--- config.mk ---
export PLATFORM = sky130hd
export DESIGN_NAME = crc_stream_rx
export DESIGN_NICKNAME = d
export VERILOG_FILES = /design/src/rtl/crc_stream_rx.sv
export SDC_FILE = /design/constraint.sdc
export NUM_CORES = 1
export LEC_CHECK = 0
export CELL_PAD_IN_SITES_DETAIL_PLACEMENT = 0
export CELL_PAD_IN_SITES_GLOBAL_PLACEMENT = 2
export CORE_MARGIN = 3
export CORE_UTILIZATION = 41
export CTS_CLUSTER_SIZE = 24
export DETAILED_ROUTE_END_ITERATION = 10
export PLACE_DENSITY = 0.86
export SLEW_MARGIN = 20
export SYNTH_ARGS = -nofsm -noshare
export SYNTH_HDL_FRONTEND = slang
export SYNTH_SLANG_ARGS = --single-unit
--- constraint.sdc ---
create_clock -name clk -period 2.7 [get_ports clk]
set_input_delay 0.27 -clock clk [delete_from_list [all_inputs] [get_ports clk]]
set_output_delay 0.27 -clock clk [all_outputs]
set_load 0.05 [all_outputs]
--- src/rtl/crc_stream_rx.sv ---
// crc_stream_rx: byte-serial CRC-32 frame checker.
// Holds back a 4-byte trailer, forwards payload while the CRC runs, and strobes a verdict.
//
// Ports:
//   clk, rst_n           clock, asynchronous active-low reset
//   udp_rx[7:0]          input byte from the link
//   udp_rx_valid         udp_rx holds a byte this cycle
//   udp_rx_first/last    frame delimiters, sampled only with valid
//   to_udp[7:0]          forwarded payload byte (zero when not valid)
//   to_udp_valid         to_udp holds a byte
//   to_udp_first/last    first / last payload byte of the frame
//   crc_valid            one-cycle verdict strobe
//   crc_check            1 = CRC matched, qualified by crc_valid
module crc_stream_rx #(
    parameter logic [31:0] POLY      = 32'h973AFB51,
    parameter int          MAX_BYTES = 64
) (
    input  logic       clk,
    input  logic       rst_n,
    input  logic [7:0] udp_rx,
    input  logic       udp_rx_valid,
    input  logic       udp_rx_first,
    input  logic       udp_rx_last,
    output logic [7:0] to_udp,
    output logic       to_udp_valid,
    output logic       to_udp_first,
    output logic       to_udp_last,
    output logic       crc_valid,
    output logic       crc_check
);

    localparam int CW = $clog2(MAX_BYTES + 2);

    localparam logic [1:0] S_IDLE    = 2'd0;
    localparam logic [1:0] S_FILL    = 2'd1;
    localparam logic [1:0] S_STREAM  = 2'd2;
    localparam logic [1:0] S_VERDICT = 2'd3;

    logic [1:0]    state, state_d;
    logic [31:0]   crc, crc_d;
    logic [CW-1:0] cnt, cnt_d;
    logic [31:0]   dl, dl_d;

    logic [7:0] out_d;
    logic       ov_d, of_d, ol_d, cv_d, cc_d;

    logic [31:0] shifted;
    logic [7:0]  oldest;

    // Eight MSB-first bit steps folded into one cycle.
    function automatic logic [31:0] crc_byte(input logic [31:0] c,
                                             input logic [7:0]  b);
        logic [31:0] r;
        logic        fb;
        r = c;
        for (int i = 7; i >= 0; i--) begin
            fb = r[31] ^ b[i];
            r  = {r[30:0], 1'b0} ^ (fb ? POLY : 32'h0);
        end
        return r;
    endfunction

    // dl[31:24] is the oldest byte; after the last byte dl is the trailer.
    assign shifted = {dl[23:0], udp_rx};
    assign oldest  = dl[31:24];

    always_comb begin
        state_d = state;
        crc_d   = crc;
        cnt_d   = cnt;
        dl_d    = dl;
        out_d   = 8'h00;
        ov_d    = 1'b0;
        of_d    = 1'b0;
        ol_d    = 1'b0;
        cv_d    = 1'b0;
        cc_d    = 1'b0;
        unique case (state)
            S_IDLE: begin
                if (udp_rx_valid && udp_rx_first) begin
                    dl_d  = shifted;
                    crc_d = 32'h0;
                    cnt_d = CW'(1);
                    if (udp_rx_last) begin
                        cv_d    = 1'b1;
                        state_d = S_IDLE;
                    end else begin
                        state_d = S_FILL;
                    end
                end
            end
            S_FILL, S_STREAM: begin
                if (udp_rx_valid) begin
                    if (udp_rx_first) begin
                        // Abort the running frame, restart on this byte.
                        cv_d    = 1'b1;
                        dl_d    = shifted;
                        crc_d   = 32'h0;
                        cnt_d   = CW'(1);
                        state_d = udp_rx_last ? S_IDLE : S_FILL;
                    end else if (cnt == CW'(MAX_BYTES)) begin
                        // Over-length: abort, drop the rest until next first.
                        cv_d    = 1'b1;
                        state_d = S_IDLE;
                    end else if (cnt < CW'(4)) begin
                        dl_d  = shifted;
                        cnt_d = cnt + CW'(1);
                        if (udp_rx_last) begin
                            cv_d    = 1'b1;
                            state_d = S_IDLE;
                        end
                    end else begin
                        // Byte 5 onward pushes the oldest byte out as payload.
                        dl_d    = shifted;
                        cnt_d   = cnt + CW'(1);
                        crc_d   = crc_byte(crc, oldest);
                        out_d   = oldest;
                        ov_d    = 1'b1;
                        of_d    = (cnt == CW'(4));
                        ol_d    = udp_rx_last;
                        state_d = udp_rx_last ? S_VERDICT : S_STREAM;
                    end
                end
            end
            S_VERDICT: begin
                cv_d    = 1'b1;
                cc_d    = (~crc == dl);
                state_d = S_IDLE;
            end
            default: state_d = S_IDLE;
        endcase
    end

    always_ff @(posedge clk or negedge rst_n) begin
        if (!rst_n) begin
            state        <= S_IDLE;
            crc          <= 32'h0;
            cnt          <= '0;
            dl           <= 32'h0;
            to_udp       <= 8'h00;
            to_udp_valid <= 1'b0;
            to_udp_first <= 1'b0;
            to_udp_last  <= 1'b0;
            crc_valid    <= 1'b0;
            crc_check    <= 1'b0;
        end else begin
            state        <= state_d;
            crc          <= crc_d;
            cnt          <= cnt_d;
            dl           <= dl_d;
            to_udp       <= out_d;
            to_udp_valid <= ov_d;
            to_udp_first <= of_d;
            to_udp_last  <= ol_d;
            crc_valid    <= cv_d;
            crc_check    <= cc_d;
        end
    end

endmodule

; ---- Word level (Yosys, flattened, before mapping)
; Cells that the tools add are included.
[classes]
addsub = 1
mul = 0
div_mod_pow = 0
order_cmp = 1
n_eq_ne = 11
shifts = 0
muxes = 61
n_bitwise = 17
reduce_logical = 7
[ops]
columns = cell, n
row1 = 32-bit two-way mux, 17
row2 = 32-bit bitwise XOR, 8
row3 = 32-bit one-hot mux with 2 select lines, 2
row4 = 8-bit two-way mux, 5
row5 = 32-bit equality test, 1
row6 = 32-bit NOT, 1
row7 = 7-bit two-way mux, 4
row8 = 1-bit two-way mux, 24
row9 = 7-bit one-hot mux with 2 select lines, 1
row10 = 2-bit two-way mux, 6
row11 = 1-bit bitwise XOR, 8
row12 = "7-bit by 1-bit adder with 7-bit output, second input constant", 1
row13 = "7-bit by 3-bit equality test with 1-bit output, second input constant", 1
row14 = "7-bit equality test, second input constant", 1
row15 = "7-bit by 3-bit less-than comparator with 1-bit output, second input constant", 1
row16 = "3-bit inequality test, second input constant", 2
row17 = 2-bit one-hot mux with 3 select lines, 1
row18 = "5-bit inequality test, second input constant", 1
row19 = 5-bit AND reduction, 1
row20 = "2-bit equality test, second input constant", 2
row21 = "2-bit inequality test, second input constant", 2
row22 = 4-bit AND reduction, 1
row23 = 1-bit one-hot mux with 3 select lines, 1
row24 = 3-bit AND reduction, 1
row25 = other kinds (5), 5
[totals]
ff_bits = 86
latchBits = 0
ram_bits = 0
mem_bits_ro = 0
input_bits = 13
output_inout_bits = 13
mem_count = 0

; ---- Depth between registers and ports, before layout
[logic_depth]
ltp_word = 29
mapped_depth = 9
ltp_nobuf = 7

; ---- Worst setup path after synthesis
; No wires, ideal clock.
[synth_timing]
kind = register to register
start = register state[0]
end = register dl[4]
setup_ns = 0.125
t_arrival_ns = 2.055
path_slack_ns = 0.520
path_stages_with_launch = 9
path_buffers = 2
cell_sequence = dfrtp_1 > inv_1 > ha_1 > clkbuf_1 > and2_1 > o21ai_1 > a21oi_1 > buf_2 > mux2_2
[synth_via]
elab_chain_cells = 4
word_cells_on_any_way = 10
classes_between = eq/ne (5) / mux (1) / reduce/logical (4)
[synth_lines]
columns = item, line_no
row1 = from (decl), 39  ; logic [1:0] state, state_d;
row2 = from (signal assigned), 147  ; state <= state_d;
row3 = 2-bit by 1-bit equality test with 1-bit output / 2-bit equality test (equally long branches), 78  ; unique case (state)
row4 = 2-bit OR reduction, 78
row5 = "3-bit inequality test (no line), or another cell as far along", --
row6 = 4-bit AND reduction (no line), --
row7 = to (signal assigned), 150  ; dl <= dl_d;
row8 = to (decl), 42  ; logic [31:0] dl, dl_d;
; Parallel ways exist; a longest one is shown, timed or not.
; A chain may end at the register's enable or synchronous reset.

; ---- Worst setup path in the final report
[layout_timing]
start = register dl[24]
end = register crc[24]
[layout_via]
elab_chain_cells = 8
[layout_lines]
columns = item, line_no
row1 = 1-bit bitwise XOR, 57  ; fb = r[31] ^ b[i];
row2 = 32-bit two-way mux, 58  ; r = {r[30:0], 1'b0} ^ (fb ? POLY : 32'h0);
row3 = 32-bit bitwise XOR, 58
row4 = 32-bit two-way mux, 105  ; end else if (cnt < CW'(4)) begin
row5 = 32-bit two-way mux, 101  ; end else if (cnt == CW'(MAX_BYTES)) begin
row6 = 32-bit two-way mux, 94  ; if (udp_rx_first) begin
row7 = 32-bit two-way mux, 93  ; if (udp_rx_valid) begin
row8 = 32-bit one-hot mux with 2 select lines, 78
row9 = to (signal assigned), 148  ; crc <= crc_d;
row10 = to (decl), 40  ; logic [31:0] crc, crc_d;
; Every way passes these cells. The select of a mux whose other input is x is not followed.

==> impl_metrics.json <==
{
  "switching_share_pct": 37.8,
  "htree_levels": 3,
  "worst_slew_pin_slew_ns": 0.696,
  "power.leakage_nw": 2.29,
  "wire_per_inst_um": 17.8,
  "dr.pass1.iters": 4,
  "viasPerCell": 5.17,
  "synth_seq_area_share_pct": 46.4,
  "clock_path_buffers": 2,
  "antenna_found_initial": 0,
  "via_count": 2908,
  "cts-resized-gates": 0,
  "final_cell_mix": "dfrtp_1 (86), xnor2_1 (70), mux2_2 (32)",
  "postPlaceCellArea_um2": 5110,
  "finClkSkew_ns": 0.00496,
  "postSynthCellCount": 384,
  "power_switching_mw": 2.79,
  "crit_required_ns": 2.93,
  "drtAntennaViolNets": 0,
  "final.setup.tns_ns": 0,
  "start_util_pct": 42.4,
  "pwr-share-comb_pct": 56.9,
  "port_buffers": 25,
  "total_power_mw": 7.38,
  "die_x_um": 112,
  "cts-buffers-inserted": 9,
  "drc": 0,
  "synth_top_cell_by_area": "dfrtp_1",
  "insertion_delay_ns": 0.34,
  "relSlewSlack_pct": 53.4,
  "power.internal_mw": 4.59,
  "fp.dieArea_um2": 12600,
  "finalMaxSlewViolations": 0,
  "reg2reg_slack_ns": 0.35,
  "path_clk_slew_ns": 0.06,
  "fp.dieH_um": 112,
  "setup_ws_ns": 0.346,
  "fin_crit_ns": 2.35,
  "grt_pass1_vias": 2919,
  "syn_area_per_cell_um2": 12.1,
  "max_freq_ghz": 0.425,
  "cts_root_buf": "clkbuf_16",
  "final_common_cell": "dfrtp_1",
  "setup_viol": 0,
  "p_seq_share_pct": 25.1,
  "cts_tree": "done",
  "layout-drive-gt1-share_pct": 16.6,
  "synth_seq_cells": 86,
  "final_nets": 434,
  "antenna_cells": 0,
  "maxCapViolations": 0,
  "worst_setup_path_end_kind": "register",
  "cp-start-kind": "register",
  "core.rowCount": 38,
  "yosys_warnings": 0,
  "hold_class": "primary input to async pin",
  "track_usage_pct": 16.7,
  "synth.top_cells.by_area": "dfrtp_1 (46%), xnor2_1 (13%), mux2_2 (7.8%)",
  "critPathKind": "register to register",
  "synth_enable_flop_cells": 0,
  "rsz0062_at_grt": "false",
  "async_flop_share_pct": 100,
  "finalWirelength_um": 10000,
  "finalHoldViolCount": 0,
  "place_congestion": 0.816,
  "grt_first_pass_wirelength_um": 16400,
  "cts_sinks": 86,
  "syn_area_um2": 4630,
  "synthFlopType": "dfrtp_1",
  "first_iter_violations": 172,
  "post-place-ws_ns": 0.352,
  "dp_hpwl_um": 7020,
  "post-route-cell-area_um2": 5440,
  "cp_max_fo": 7,
  "power_density_nw_per_um2": 1360,
  "pin_count": 26,
  "core-area_um2": 10900,
  "syn_nets": 401,
  "synth_cell_type_count": 36,
  "syn2layout_area_growth_pct": 17.3,
  "clock_power_share_pct": 18.1,
  "yosysTopAreaCellShare_pct": 46.4,
  "worstPathArrival_ns": 2.58,
  "grt_overflow_total": 0,
  "period_share_pct": 87.2,
  "outcome": "completed",
  "grt_max_degree": 47,
  "irDropWorstVdd_mv": 0.572
}
cell type report:
class	count	area, um2
multi-input cells	281	2430
well taps	140	175
clock inverters	3	67.6
clock buffers	13	250
inverters	5	18.8
flip-flops and latches	86	2150
fillers	1002	5500
repair buffers	34	343
flip-flops by register name (all words and copies together), names as in the netlist:
register	cells
state	2
dl	32
to_udp_valid	1
crc_valid	1
to_udp_last	1
to_udp	8
to_udp_first	1
crc	32
cnt	7
crc_check	1
routing by layer:
layer / wire length (um) / GRT usage (%) / vias to the layer above / part of all wire [%]
li1: - / - / 1372 / -
met2: 4490 / 24.7 / 60 / 45
met3: 489 / 3.67 / 9 / 4.9
met1: 4920 / 25.0 / 1467 / 49
met4: 117 / 4.57 / 0 / 1.2
met5: 0 / 0 / - / 0
per-stage QoR:
stage | cells | hold WS (ns) | util, %
after floorplan | 384 | -0.0256 | -
after global placement | 545 | 0.307 | 46.7
after detailed placement | 545 | 0.309 | 46.7
after CTS | 562 | 0.490 | 49.7
after global routing | 562 | 0.524 | 49.7
final | 562 | 0.464 | 49.7
Yosys cell counts, drive strengths merged (2+ instances only):
cell / instances
xor2: 23
o21ai: 30
a21o: 2
clkbuf: 9
and3: 4
dfrtp: 86
buf: 3
a22o: 14
a21oi: 5
a211oi: 2
inv: 5
xnor3: 9
nand3: 6
nor4: 7
nand2b: 2
and2: 10
nand2: 27
mux2: 32
nor2b: 4
nor3: 6
xnor2: 79
nor2: 8
ha: 4
worst max-delay path, stage by stage, from the launching register on:
cell     delay (ns)
dfrtp_1        0.43
xnor2_2        0.60
xnor2_1        0.29
xor2_1         0.35
xnor3_1        0.36
a22o_1         0.21
cells by family (layout without fill, tap and decap cells):
kind of cell | after synthesis | after routing | synth area share [%]
mux | 32 | 32 | 7.78
flops | 86 | 86 | 46.4
simple gates | 79 | 79 | 8.59
compound gates | 55 | 55 | 7.40
buf+inv | 17 | 55 | 1.46
fa+ha+maj | 4 | 4 | 1.08
xor+xnor | 111 | 111 | 27.2
timing repair:
| item | in CTS | in global routing |
|---|---|---|
| hold endpoints to repair | 40 | 0 |
| setup buffers | 0 | 0 |
| hold buffers | 1 | 0 |
worst paths after layout:
check,cells after the start,from,endpoint
worst max-delay path,5,dl[24],crc[24]
worst min-delay path,2,rst_n,cnt[6]
worst max register to register,5,dl[24],crc[24]
worst min register to register,1,cnt[0],cnt[0]
max in group asynchronous,3,rst_n,dl[13]
min in group clk,1,cnt[0],cnt[0]
power groups by stage:
stage | combinational (mW) | clock (mW) | sequential (mW)
global route | 4.52 | 1.42 | 1.89
floorplan | 3.46 | 0 | 1.79
detailed placement | 4.19 | 0 | 1.88
CTS | 4.24 | 1.36 | 1.86
finish | 4.20 | 1.33 | 1.85
global placement | 4.21 | 0 | 1.86
(Power assumes the default switching activity.)
==> edit 1, RTL diff (same flow settings) <==
The parameter `MAX_BYTES` goes from 64 to 32.
--- a/src/rtl/crc_stream_rx.sv
+++ b/src/rtl/crc_stream_rx.sv
@@ -13,7 +13,7 @@
 //   crc_check            1 = CRC matched, qualified by crc_valid
 module crc_stream_rx #(
     parameter logic [31:0] POLY      = 32'h973AFB51,
-    parameter int          MAX_BYTES = 64
+    parameter int          MAX_BYTES = 32
 ) (
     input  logic       clk,
     input  logic       rst_n,
Function: same outputs for any inputs over 4 cycles, from zero or initial values and one cycle with rst_n low; that may be too few to reach the edited logic, so the function may still have changed.
==> edit 1 against the original RTL <==
First-iteration DRC count fell by 28%; synthesized area is 1.2% lower; sequential cell count is 1 lower; routed wire length decreased by 7.5%; global-route usage is 0.49 points lower; worst setup slack lost 0.088 ns; cell area shrank 2.7%.
Power is not shown: default switching activity piles up to over one toggle a cycle in this logic, so the estimate is an artifact.
==> edit 1: results (changes against the original RTL) <==
Parameter                              Value

Yosys
  Post-synth top cells    sky130_fd_sc_hd__dfrtp_1, sky130_fd_sc_hd__xnor2_1, sky130_fd_sc_hd__mux2_2
  Nets in the synthesized netlist    374 (-6.7%)
  Number of distinct library cells after synthesis    37 (+2.8%)
  Cell types occupying the most area after synthesis    sky130_fd_sc_hd__dfrtp_1, sky130_fd_sc_hd__xnor2_1, sky130_fd_sc_hd__mux2_2
  Share of the synthesized netlist area taken by xor and xnor gates    26.88% (-0.37 points)
  Sequential area share after synthesis    46.49% (about the same)
  Post-synthesis mux area share    8.121% (+0.34 points)
  Adder-Cell Fraction of Synth Area    1.094% (+0.014 points)
  Fraction of registers with async set/reset    100.0% (unchanged)
  Compound-gate portion of the synthesized area    9.379% (+2.0 points)
  Yosys warnings    0 (unchanged)

Global route
  First-pass GRT wire length    15,920 µm (-3.0%)
  Number of antenna violations at the first check in global routing    0 (unchanged)
  Global-route track usage on met3    2.500% (-1.2 points)
  Met2 Resource Use GR    23.66% (-1.0 points)
  Vias in the first global route    2,847 (-2.5%)
  Maximum number of pins on one net before global-route repair    86 (+83%)
  GRT met1 Usage    24.85% (-0.18 points)
  Global-route total usage across every layer    16.25% (-0.49 points)

Place
  Routability congestion estimate    0.8750 (+7.2%)
  Buffers added on ports    25 (unchanged)
  Area after detailed placement    0.005057 mm² (-0.98%)
  DP HPWL    6555 µm (-6.6%)

Setup path
  Maximum fanout count along the critical path    32 (+25)
  Arrival time of data at the critical path endpoint    2.73 ns (+0.15 ns)

Layout
  Largest regs    crc: 32 flops, dl: 32 flops, to_udp: 8 flops
  Count of nets after finishing    410 (-5.5%)
  Number of antenna diodes    0 (unchanged)
  Layout filler cell count    946 (-5.6%)
  Share of cells above drive strength 1    19.85% (+3.3 points)

Clock network
  Num CTS Buffers    9 (unchanged)
  CTS root buf    sky130_fd_sc_hd__clkbuf_8
  Longest Clk Path Bufs    2 (unchanged)
  Clock insertion delay at the later pin of the skew report    0.35 ns
  Number of instances resized during post-cts repair    0 (unchanged)
  H-tree depth reported by CTS    3 (unchanged)
  Clock slew seen by the registers of the worst setup and hold paths    0.09 ns (+0.03 ns)

Detailed routing
  Iteration-0 DRC Markers    123 (-28%)
  Total vias in the final route    2,748 (-5.5%)
  Number of optimization iterations in the first detailed-route pass    4 (unchanged)
  Average wire per cell in the routed design    17.34 µm (-2.7%)

Worst hold path
  Hold Path Class    primary input to asynchronous set/reset pin

STA
  Worst clock skew    0.01064 ns (+0.005682 ns)
  Max-slew headroom at the worst pin    58.80% (+5.4 points)
  Number of setup violations in the final report    0 (unchanged)

Run status
  Outcome    finished clean
-- edit 1: cell types whose count changed in the layout (fill, tap and decap cells not counted), moves of 5 or more --
cell / delta
sky130_fd_sc_hd__o2bb2ai_1: +13
sky130_fd_sc_hd__clkbuf_16: -9
sky130_fd_sc_hd__nand2_1: -19
sky130_fd_sc_hd__xor2_1: -5
sky130_fd_sc_hd__clkbuf_8: +8
sky130_fd_sc_hd__o21ai_1: -11
sky130_fd_sc_hd__o21ai_0: -6
-- edit 1: final cells by class --
cell class,instances,area [µm²],area share (%)
clock buffer,9,123.9,2.342
clock inverter,7,98.84,1.868
inverter,6,22.52,0.4257
multi-input combinational,253,2375,44.89
sequential,85,2127,40.21
tap,136,170.2,3.217
timing repair buffer,38,372.9,7.048
-- edit 1: repair_timing --
action	4_1_cts	5_1_grt
buffers inserted	0	0
hold buffers	1	0
endpoints found under the setup margin	0	0
hold endpoints to repair	85	0
-- edit 1: worst paths after layout --
check                               end  cells after the start  slack [ns]  startpoint
max                              crc[2]                      8        0.26    state[0]
min                        to_udp_valid                      3        0.44       rst_n
max reg2reg                      crc[2]                      8        0.26    state[0]
min reg2reg                to_udp_first                      1        0.52      cnt[3]
max in group asynchronous        dl[13]                      3        1.83       rst_n
min in group clk           to_udp_first                      1        0.52      cnt[3]
-- edit 1: kinds of logic (layout without fill, tap and decap cells) --
kind of cell	Yosys count	after routing
multiplexers	33	33
buffers and inverters	19	60
flip-flops	85	85
AO/OA/AOI/OAI	55	55
AND/OR/NAND/NOR	53	53
adder cells (fa/ha/maj)	4	4
XOR/XNOR	108	108
-- edit 1: per-layer routing --
metal | vias to the layer above | wire [µm] | part of all wire (%)
met3 | 9 | 277 | 3.0
met5 | - | 0 | 0
met1 | 1374 | 4671 | 50
li1 | 1324 | - | -
met2 | 41 | 4195 | 45
met4 | 0 | 113 | 1.2
-- edit 1: per-stage QoR --
step | hold slack [ns] | utilization [%] | instances | worst slack, ns
5_1_grt | 0.5101 | 49.90 | 534 | 0.08170
6_report | 0.4371 | 49.90 | 534 | 0.2573
3_3_place_gp | 0.3488 | 47.70 | 517 | 0.3065
2_1_floorplan | -0.02559 | - | 357 | 0.5915
3_5_place_dp | 0.3476 | 47.70 | 517 | 0.2481
4_1_cts | 0.5112 | 49.90 | 534 | 0.2729
-- edit 1: worst max-delay path: stages, from the launching register on --
cell	delay [ns]
sky130_fd_sc_hd__dfrtp_1	0.36
sky130_fd_sc_hd__inv_1	0.06
sky130_fd_sc_hd__ha_1	0.39
sky130_fd_sc_hd__mux2_2	0.29
sky130_fd_sc_hd__nand2_1	0.18
sky130_fd_sc_hd__o21bai_4	0.34
sky130_fd_sc_hd__nand2b_1	0.18
sky130_fd_sc_hd__buf_4	0.35
sky130_fd_sc_hd__a22o_1	0.21
==> edit 2, RTL diff (same settings) <==
Without the edit above. Reset style: synchronous (`rst_n`), changed in one clocked block. Comments in the files are not updated.
--- a/src/rtl/crc_stream_rx.sv
+++ b/src/rtl/crc_stream_rx.sv
@@ -131,7 +131,7 @@
         endcase
     end
 
-    always_ff @(posedge clk or negedge rst_n) begin
+    always_ff @(posedge clk) begin
         if (!rst_n) begin
             state        <= S_IDLE;
             crc          <= 32'h0;
Function: differs if rst_n is asserted again (counterexample within 4 cycles, from zero or initial values and one cycle with rst_n low); with rst_n held inactive, the same outputs for 4 cycles.
==> edit 2 against the original RTL <==
Largest cell class unchanged; via count is 1.1% higher; highest routed layer unchanged; sequential cell count stayed put; routed wire length is 5.0% lower; synthesized area is 4.7% lower; worst setup slack better by 0.048 ns; cell area is 6.5% lower.
Power is not compared: it rests on default switching activity, and its combinational part moved more than twofold at a synthesized area within 25%.
==> edit 2: results (changes against the original RTL) <==
Parameter                              Value

Run status
  Outcome    finished clean

Yosys
  Sequential area share after synthesis    38.99% (-7.5 points)
  Share of the synthesized netlist area taken by xor and xnor gates    27.32% (+0.068 points)
  Adder-Cell Fraction of Synth Area    1.133% (+0.053 points)
  Compound-gate portion of the synthesized area    8.813% (+1.4 points)
  Number of distinct library cells after synthesis    46 (+28%)
  Dominant register cell in the synthesized netlist    sky130_fd_sc_hd__dfxtp_1
  Cell types occupying the most area after synthesis    sky130_fd_sc_hd__dfxtp_1, sky130_fd_sc_hd__xnor2_1, sky130_fd_sc_hd__xor2_1

Setup path
  Reg-to-reg startpoint    dl[25]
  CP max stage cell    sky130_fd_sc_hd__xnor3_2
  Setup slack on the worst flop-to-flop path    0.39 ns (+0.05 ns)

Global route
  Met2 Resource Use GR    25.20% (+0.52 points)
  GRT met1 Usage    25.05% (about the same)
  First-pass GRT wire length    15,480 µm (-5.6%)
  Vias in the first global route    2,797 (-4.2%)
  Global-route total usage across every layer    16.92% (+0.18 points)
  Global-route track usage on met3    2.525% (-1.1 points)

Clock network
  CTS root buf    sky130_fd_sc_hd__clkbuf_8
  Clock slew seen by the registers of the worst setup and hold paths    0.09 ns (+0.03 ns)

Layout
  Clock network area share    4.209% (-1.6 points)
  Number of cells in the finished layout apart from fillers    583 (+3.7%)
  Inverter count of the layout excluding clock inverters    8 (+3)
  Syn-to-layout area delta    15.13%

Detailed routing
  Average wire per cell in the routed design    16.32 µm (-8.4%)
  Met3 wirelength from detailed routing    297 µm (-39%)
  Total met2 wirelength after detailed routing    4212 µm (-6.2%)
  Total vias in the final route    2,941 (+1.1%)

STA
  Transition time of the tightest slew-check pin    0.8009 ns (+0.1053 ns)

Place
  Worst slack, placed    0.4295 ns (+0.07744 ns)
  DP HPWL    6903 µm (-1.6%)

Worst hold path
  Hold Path Class    flip-flop to flip-flop
[edit 2: changes by cell type after synthesis, moves of 17 or more]
cell                      delta
sky130_fd_sc_hd__dfrtp_1    -86
sky130_fd_sc_hd__mux2_2     -30
sky130_fd_sc_hd__nor2b_1    +35
sky130_fd_sc_hd__xor2_1     +19
sky130_fd_sc_hd__dfxtp_1    +86
sky130_fd_sc_hd__mux2i_1    +33
sky130_fd_sc_hd__o21ai_0    -17
[edit 2: critical path, delay by kind of cell, from the launching register on]
family,cells,cell delay [ns]
AO/OA/AOI/OAI,1,0.20
XOR/XNOR,4,1.67
flip-flops,1,0.35
[edit 2: cell families after synthesis]
group / Yosys count
xor gates and xnor gates: 111
DFF: 86
buffers and inverters: 26
adders and majority gates: 4
muxes: 35
AOI/OAI and AO/OA: 46
and+or+nand+nor: 103
